## src/rtl/wb_rr_bus_arbiter.sv

```systemverilog
// Round-robin Wishbone bus arbiter: NM masters share one slave-side bus.
// The owner is locked for the whole m_cyc. A stalled strobe is terminated
// with a bus error after TIMEOUT cycles without ack.
//
// Handshake: a master requests with m_cyc. Once granted, each beat is
// m_stb (valid) answered by s_ack (ready/done), and the beat completes on
// the edge where both are high. m_err terminates a beat in place of m_ack.
module wb_rr_bus_arbiter #(
  parameter int NM      = 2,
  parameter int AW      = 32,
  parameter int DW      = 32,
  parameter int TIMEOUT = 255
) (
  input  logic                   clk,
  input  logic                   rst,
  input  logic [NM*AW-1:0]       m_adr,
  input  logic [NM*DW-1:0]       m_dat_w,
  input  logic [NM*(DW/8)-1:0]   m_sel,
  input  logic [NM-1:0]          m_cyc,
  input  logic [NM-1:0]          m_stb,
  input  logic [NM-1:0]          m_we,
  output logic [DW-1:0]          m_dat_r,
  output logic [NM-1:0]          m_ack,
  output logic [NM-1:0]          m_err,
  output logic [AW-1:0]          s_adr,
  output logic [DW-1:0]          s_dat_w,
  output logic [DW/8-1:0]        s_sel,
  output logic                   s_cyc,
  output logic                   s_stb,
  output logic                   s_we,
  input  logic [DW-1:0]          s_dat_r,
  input  logic                   s_ack,
  output logic [NM-1:0]          grant,
  output logic                   busy,
  output logic [1:0]             state_dbg
);

  localparam int SW = DW / 8;
  localparam int GW = (NM > 1) ? $clog2(NM) : 1;
  localparam int CW = (TIMEOUT > 0) ? $clog2(TIMEOUT + 1) : 1;
  localparam logic [CW-1:0] CNT_MAX = CW'(TIMEOUT);
  localparam bit TO_EN = (TIMEOUT > 0);

  typedef enum logic [1:0] {
    ST_IDLE = 2'd0,
    ST_OWN  = 2'd1,
    ST_ERR  = 2'd2
  } state_t;

  state_t          state_q, state_d;
  logic [GW-1:0]   g_q, g_d;         // current owner index
  logic [GW-1:0]   p_q, p_d;         // last owner, search starts after it
  logic [NM-1:0]   grant_q, grant_d;
  logic [CW-1:0]   cnt_q, cnt_d;     // stalled strobe cycles since grant/ack

  logic            pick_valid;
  logic [GW-1:0]   pick_idx;
  logic [GW-1:0]   cand;
  logic            own_cyc;
  logic            own_stb;
  logic            timeout_hit;

  assign own_cyc = m_cyc[g_q];
  assign own_stb = m_stb[g_q];

  // Error terminates the beat only while the owner still holds the cycle and
  // the slave has not acked in this same cycle (ack takes priority).
  assign timeout_hit = TO_EN && (state_q == ST_OWN) && own_cyc && !s_ack
                       && (cnt_q == CNT_MAX);

  // Round-robin search: first requester after the last owner, wrapping.
  always_comb begin
    pick_valid = 1'b0;
    pick_idx   = '0;
    cand       = '0;
    for (int k = 1; k <= NM; k++) begin
      cand = GW'((int'(p_q) + k) % NM);
      if (!pick_valid && m_cyc[cand]) begin
        pick_valid = 1'b1;
        pick_idx   = cand;
      end
    end
  end

  // Next-state logic for the ownership FSM and the timeout counter.
  always_comb begin
    state_d = state_q;
    g_d     = g_q;
    p_d     = p_q;
    grant_d = grant_q;
    cnt_d   = cnt_q;
    case (state_q)
      ST_IDLE: begin
        cnt_d = '0;
        if (pick_valid) begin
          state_d           = ST_OWN;
          g_d               = pick_idx;
          p_d               = pick_idx;
          grant_d           = '0;
          grant_d[pick_idx] = 1'b1;
        end
      end
      ST_OWN: begin
        if (!own_cyc) begin
          // Owner released the bus; the idle cycle that follows separates
          // consecutive grants.
          state_d = ST_IDLE;
          grant_d = '0;
          cnt_d   = '0;
        end else if (timeout_hit) begin
          state_d = ST_ERR;
          cnt_d   = '0;
        end else if (s_ack) begin
          cnt_d = '0;
        end else if (own_stb && (cnt_q != CNT_MAX)) begin
          cnt_d = cnt_q + 1'b1;
        end
      end
      ST_ERR: begin
        // Hold the bus quiet until the errored master ends its cycle.
        if (!own_cyc) begin
          state_d = ST_IDLE;
          grant_d = '0;
        end
      end
      default: begin
        state_d = ST_IDLE;
        grant_d = '0;
        cnt_d   = '0;
      end
    endcase
  end

  // State registers; reset aborts any grant and restarts arbitration at master 0.
  always_ff @(posedge clk or posedge rst) begin
    if (rst) begin
      state_q <= ST_IDLE;
      g_q     <= '0;
      p_q     <= GW'(NM - 1);
      grant_q <= '0;
      cnt_q   <= '0;
    end else begin
      state_q <= state_d;
      g_q     <= g_d;
      p_q     <= p_d;
      grant_q <= grant_d;
      cnt_q   <= cnt_d;
    end
  end

  // Bus steering: the slave side follows the owner only in OWN, else zeros.
  always_comb begin
    s_adr   = '0;
    s_dat_w = '0;
    s_sel   = '0;
    s_cyc   = 1'b0;
    s_stb   = 1'b0;
    s_we    = 1'b0;
    m_ack   = '0;
    m_err   = '0;
    if (state_q == ST_OWN) begin
      s_adr      = m_adr[int'(g_q)*AW +: AW];
      s_dat_w    = m_dat_w[int'(g_q)*DW +: DW];
      s_sel      = m_sel[int'(g_q)*SW +: SW];
      s_cyc      = own_cyc;
      s_stb      = own_stb;
      s_we       = m_we[g_q];
      m_ack[g_q] = s_ack;
      m_err[g_q] = timeout_hit;
    end
  end

  assign m_dat_r   = s_dat_r;
  assign grant     = grant_q;
  assign busy      = (state_q != ST_IDLE);
  assign state_dbg = state_q;

endmodule
```

## config.mk

```make
export PLATFORM = sky130hd
export DESIGN_NAME = wb_rr_bus_arbiter
export DESIGN_NICKNAME = d
export VERILOG_FILES = /design/src/rtl/wb_rr_bus_arbiter.sv
export SDC_FILE = /design/constraint.sdc
export NUM_CORES = 1
export LEC_CHECK = 0
export ABC_AREA = 0
export BUFFER_PORTS_ARGS = -buffer_cell sky130_fd_sc_hd__buf_2
export CAP_MARGIN = 5
export CORE_AREA = 2 2 112 114
export DETAILED_ROUTE_END_ITERATION = 10
export DIE_AREA = 0 0 114 116
export PLACE_DENSITY = 0.59
export SYNTH_ARGS = -nofsm -noshare
export SYNTH_HDL_FRONTEND = slang
export SYNTH_SLANG_ARGS = --single-unit
```

## constraint.sdc

```tcl
create_clock -name clk -period 4.3 [get_ports clk]
set_clock_uncertainty 0.2 [all_clocks]
set_input_delay 1.075 -clock clk [delete_from_list [all_inputs] [get_ports clk]]
set_output_delay 1.075 -clock clk [all_outputs]
set_load 0.05 [all_outputs]
```

# Word-level counts from Yosys, hierarchy flattened
# Cells that the tools add are included.
[op_classes]
n_reduce_logical = 16
mux = 38
shifts = 3
bitwise = 3
order_cmp = 6
n_addsub = 3
n_eq_ne = 9
[op_table]
columns = ["operator", "n"]
rows = [
  ["$shiftx A64 B7 Y32", 2],
  ["$mux W32", 2],
  ["$mux W8", 4],
  ["$mux W1", 19],
  ["$pmux W8 S2", 1],
  ["$mux W2", 7],
  ["$add A8 B1 Y8 const B", 1],
  ["$eq A8 B8 Y1 const B", 1],
  ["$lt A1 B2 Y1 const B", 4],
  ["$ne A8 B8 Y1 const B", 1],
  ["$shiftx A8 B4 Y4", 1],
  ["$logic_and A1 B1 Y1", 7],
  ["$ne A2 B2 Y1 const B", 3],
  ["$pmux W2 S3", 1],
  ["$reduce_and A2 Y1", 3],
  ["$ne A5 B5 Y1 const B", 1],
  ["$and A2 B2 Y2", 2],
  ["$mux W4", 1],
  ["$pmux W2 S2", 1],
  ["$ne A3 B3 Y1 const B", 1],
  ["$reduce_and A3 Y1", 1],
  ["$add A1 B1 Y1 const B", 2],
  ["$demux W1 S1", 2],
  ["$eq A2 B1 Y1 const B", 1],
  ["7 further kinds", 9],
]
[word_totals]
output_inout_bits = 112
ff_bits = 14
in_bits = 177

# Logic depth before layout (Yosys ltp)
[logic_depth]
word_depth = 13
mapped_depth = 6
depth_no_buf = 6

# Worst setup path before layout
# No wires, ideal clock.
[synth_timing]
kind = "input to output"
start = "in m_cyc[1]"
end = "out m_err[0]"
t_arrival_ps = 2496
t_required_ps = 3025
setup_slack_ps = 529
path_stages = 3
path_cell_list = "mux2_2 nand3b_1 nor3_1"
[synth_between]
elab_chain_len = 7
[synth_lines]
columns = ["element", "line", "source"]
rows = [
  ["from (decl)", "19", "input logic [NM-1:0] m_cyc,"],
  ["$mux W1 (not written as such) (2 in a row)", "63", "assign own_cyc = m_cyc[g_q];"],
  ["$logic_and A1 B1 Y1 (2 in a row)", "68", "assign timeout_hit = TO_EN && (state_q == ST_OWN) && own_cyc && !s_ack"],
  ["$logic_and A1 B1 Y1", "69", "&& (cnt_q == CNT_MAX);"],
  ["$and A2 B2 Y2 (no line)", "n/a", ""],
  ["$mux W2", "161", "if (state_q == ST_OWN) begin"],
  ["to (decl)", "24", "output logic [NM-1:0] m_err,"],
]
# No other way between the ends. The select of a mux whose other input is x is not followed.

# Worst setup path in the final report
[layout_timing]
start = "reg g_q"
end = "out s_stb"
[layout_between]
elab_chain_len = 3
[layout_lines]
columns = ["element", "line", "source"]
rows = [
  ["from (decl)", "51", "logic [GW-1:0] g_q, g_d;"],
  ["from (signal assigned)", "144", "g_q <= g_d;"],
  ["$mux W1 (not written as such) (2 in a row)", "64", "assign own_stb = m_stb[g_q];"],
  ["$mux W1", "161", ""],
  ["to (decl)", "29", "output logic s_stb,"],
]
# No other way between the ends. The select of a mux whose other input is x is not followed.

==> flow_metrics.tcl <==
set metrics [dict create \
    antenna_found_initial 0 \
    wl_per_cell_um 13.12 \
    worst_pin_slew_ns 0.6385 \
    syn2layout_area_growth_pct 46.48 \
    synthArstFlopShare_pct 100.0 \
    crit_arrival_ns 2.36 \
    ios 289 \
    leakage_uw 0.001922 \
    cts_hold_buf 0 \
    relSlewSlack_pct 57.43 \
    fin_crit_sh_pct 84.52 \
    vias 2703 \
    nets 653 \
    drt-met1-wl_um 3272 \
    hp-start "grant[0]$_DFFE_PP0P_" \
    route.met2.wl_um 4012 \
    placementRows 40 \
    drtPass1Iterations 4 \
    p_per_area_nw_per_um2 777.0 \
    drive_above_1_share_pct 50.96 \
    ys_warn_count 0 \
    maxSlewViolCount 0 \
    floorplan.core_area_sq_um 11910 \
    synth_area_sq_um 2345 \
    synth_edf_count 0 \
    min_to "grant[0]$_DFFE_PP0P_" \
    status "finished, final reports clean" \
    grt_pass1_wl_um 11210 \
    cts_tree "yes" \
    synth_top_area_cell "mux2i_1" \
    clk_latency_ns 0.25 \
    dr_wl_met3_um 753 \
    synth_area_leaders "mux2i_1 30%, nor2b_1 19%, dfrtp_1 14%, buf_4 11%, ha_1 2.1%" \
    regToRegStartpoint "g_q$_DFFE_PP0P_" \
    top_layer_used "met4" \
    avgSynthCellArea_sq_um 8.058 \
    numCtsBuffers 3 \
    detail-route-antenna-nets 0 \
    ir_worst_vdd_uv 392.6 \
    synth.distinct_cells 39 \
    wl_um 8107 \
    path_class "reg -> out" \
    finalWeightedCongestion 0.7978 \
    cts-resized-gates 0 \
    ctsHtreeMaxLevel 1 \
    setup_viol_count_final 0 \
    grt_pass1_vias 2358 \
    synthesis.nets 472 \
    reg2reg_to "cnt_q[6]$_DFFE_PP0P_" \
    ff_latch_area_sq_um 355.3 \
    drv_cap 0 \
    dieArea_sq_um 13220 \
    synth_ff_type "dfrtp_1" \
    viasPerCell 4.374 \
    cp-end-kind "output port" \
    numClockSinks 14 \
    insertedDiodeCount 0 \
    netlist.area_leader.share_pct 30.31 \
    clockBufferDepth 2 \
    reg2regPathDepth 5 \
    synth_commonest_cells "71 x mux2i_1, 71 x nor2b_1, 33 x buf_4, 13 x dfrtp_1, 12 x clkbuf_1" \
    fp.dieW_um 114 \
    setup_ws_ns 0.6658 \
    finalHoldViolations 0 \
    drc 0 \
    postCtsSetupRepairBufs 0 \
    hpwlAfterDp_um 6683 \
    ctsRootBufferMaster "clkbuf_16" \
    finalSetupTns_ns 0 \
    required_ns 3.02 \
    path_max_fanout 40 \
    fill_cells 1267 \
    post-place-ws_ns 0.6917 \
    port_buffers 224 \
    multi_input_area_sq_um 1647 \
    grt-ovfl-total 0 \
    whs_path_depth 2 \
    ys_seq_elements 14 \
    grt_setup_unrepaired "no" \
    syn_inst 291 \
    fp.dieH_um 116 \
    drt_iter0_drc 42 \
    min_period_ns 3.634 \
    min_path_type "reg -> reg" \
    fmax_mhz 275.2 \
    r2r_slack_ns 1.57 \
    clk_pin_slew_ns 0.04 \
    synth-seq-area-share_pct 14.99 \
    grt_max_degree 60 \
    grt_usage_pct 10.36 \
    start_util_pct 19.68 \
    start_kind "flop" \
]
registers in the layout, indices dropped and copies added, names as in the netlist:
name / flops
cnt_q: 8
grant: 2
state_dbg: 2
g_q: 1
p_q: 1
kinds of logic (layout without fill, tap and decap cells):
group / count (synthesis) / after routing / synth area share (%)
AOI/OAI and AO/OA: 26 / 26 / 7.684
buffers and inverters: 58 / 238 / 14.89
DFF: 14 / 14 / 14.99
adders and majority gates: 4 / 4 / 2.135
muxes: 73 / 73 / 31.38
and+or+nand+nor: 116 / 116 / 28.92
metal layers:
metal / global-route usage [%] / vias up
met5: 0 / -
met4: 1.626 / 0
met3: 2.772 / 10
met2: 17.90 / 165
met1: 13.23 / 1198
li1: - / 1330
report_power, final:
| group | switching, uW | total, uW | internal, uW |
|---|---|---|---|
| Sequential | 103 | 268 | 164 |
| Clock | 54.5 | 180 | 125 |
| Combinational | 1560 | 2220 | 657 |
stage by stage:
stage / utilization [%] / area (sq um) / power [uW] / hold slack [ns] / instances
3_5_place_dp: 28.17 / 3356 / 2502 / 0.3064 / 614
3_3_place_gp: 28.17 / 3356 / 2484 / 0.2910 / 614
5_1_grt: 28.83 / 3435 / 2804 / 0.3555 / 618
4_1_cts: 28.83 / 3435 / 2694 / 0.3150 / 618
2_1_floorplan: - / 2345 / 2124 / 0.2780 / 291
6_report: 28.83 / 3435 / 2669 / 0.3046 / 618
final cells by class:
type                            instances  share of cell area, %
Multi-Input combinational cell        219                  47.94
Inverter                                7                 0.7650
Sequential cell                        14                  10.35
Tap cell                              147                  5.355
Clock buffer                            4                  2.295
Timing Repair Buffer                  227                  33.30
layout by cell type (no fill, tap or decap), types with 2 or more instances in the layout:
cell	n
clkbuf_16	3
buf_4	3
or3_1	2
nor3_1	4
a32o_1	2
nor2_1	10
nand4_1	3
nand2_1	11
nand3_1	4
mux2i_1	71
dfrtp_1	12
ha_1	3
inv_1	7
and3_1	2
a31oi_1	3
nor2b_1	71
o31ai_1	3
buf_2	224
or2_2	2
a21oi_1	3
o21ai_0	7
critical path, cell delays in order, from the launching register on:
cell     delay, ns
dfrtp_4       0.83
buf_4         0.44
mux2i_2       0.49
nor2b_1       0.09
buf_2         0.23
how the worst max path moves through the flow:
stage,start,to,cells past startpoint
floorplan,m_cyc[1],m_err[0],3
global placement,m_cyc[1],m_err[1],5
detailed placement,m_cyc[1],m_err[1],5
CTS,state_dbg[1]$_DFFE_PP0P_,m_err[0],6
global route,state_dbg[1]$_DFFE_PP0P_,m_err[0],6
finish,g_q$_DFFE_PP0P_,s_stb,4
Power figures use the tool's default switching activity.
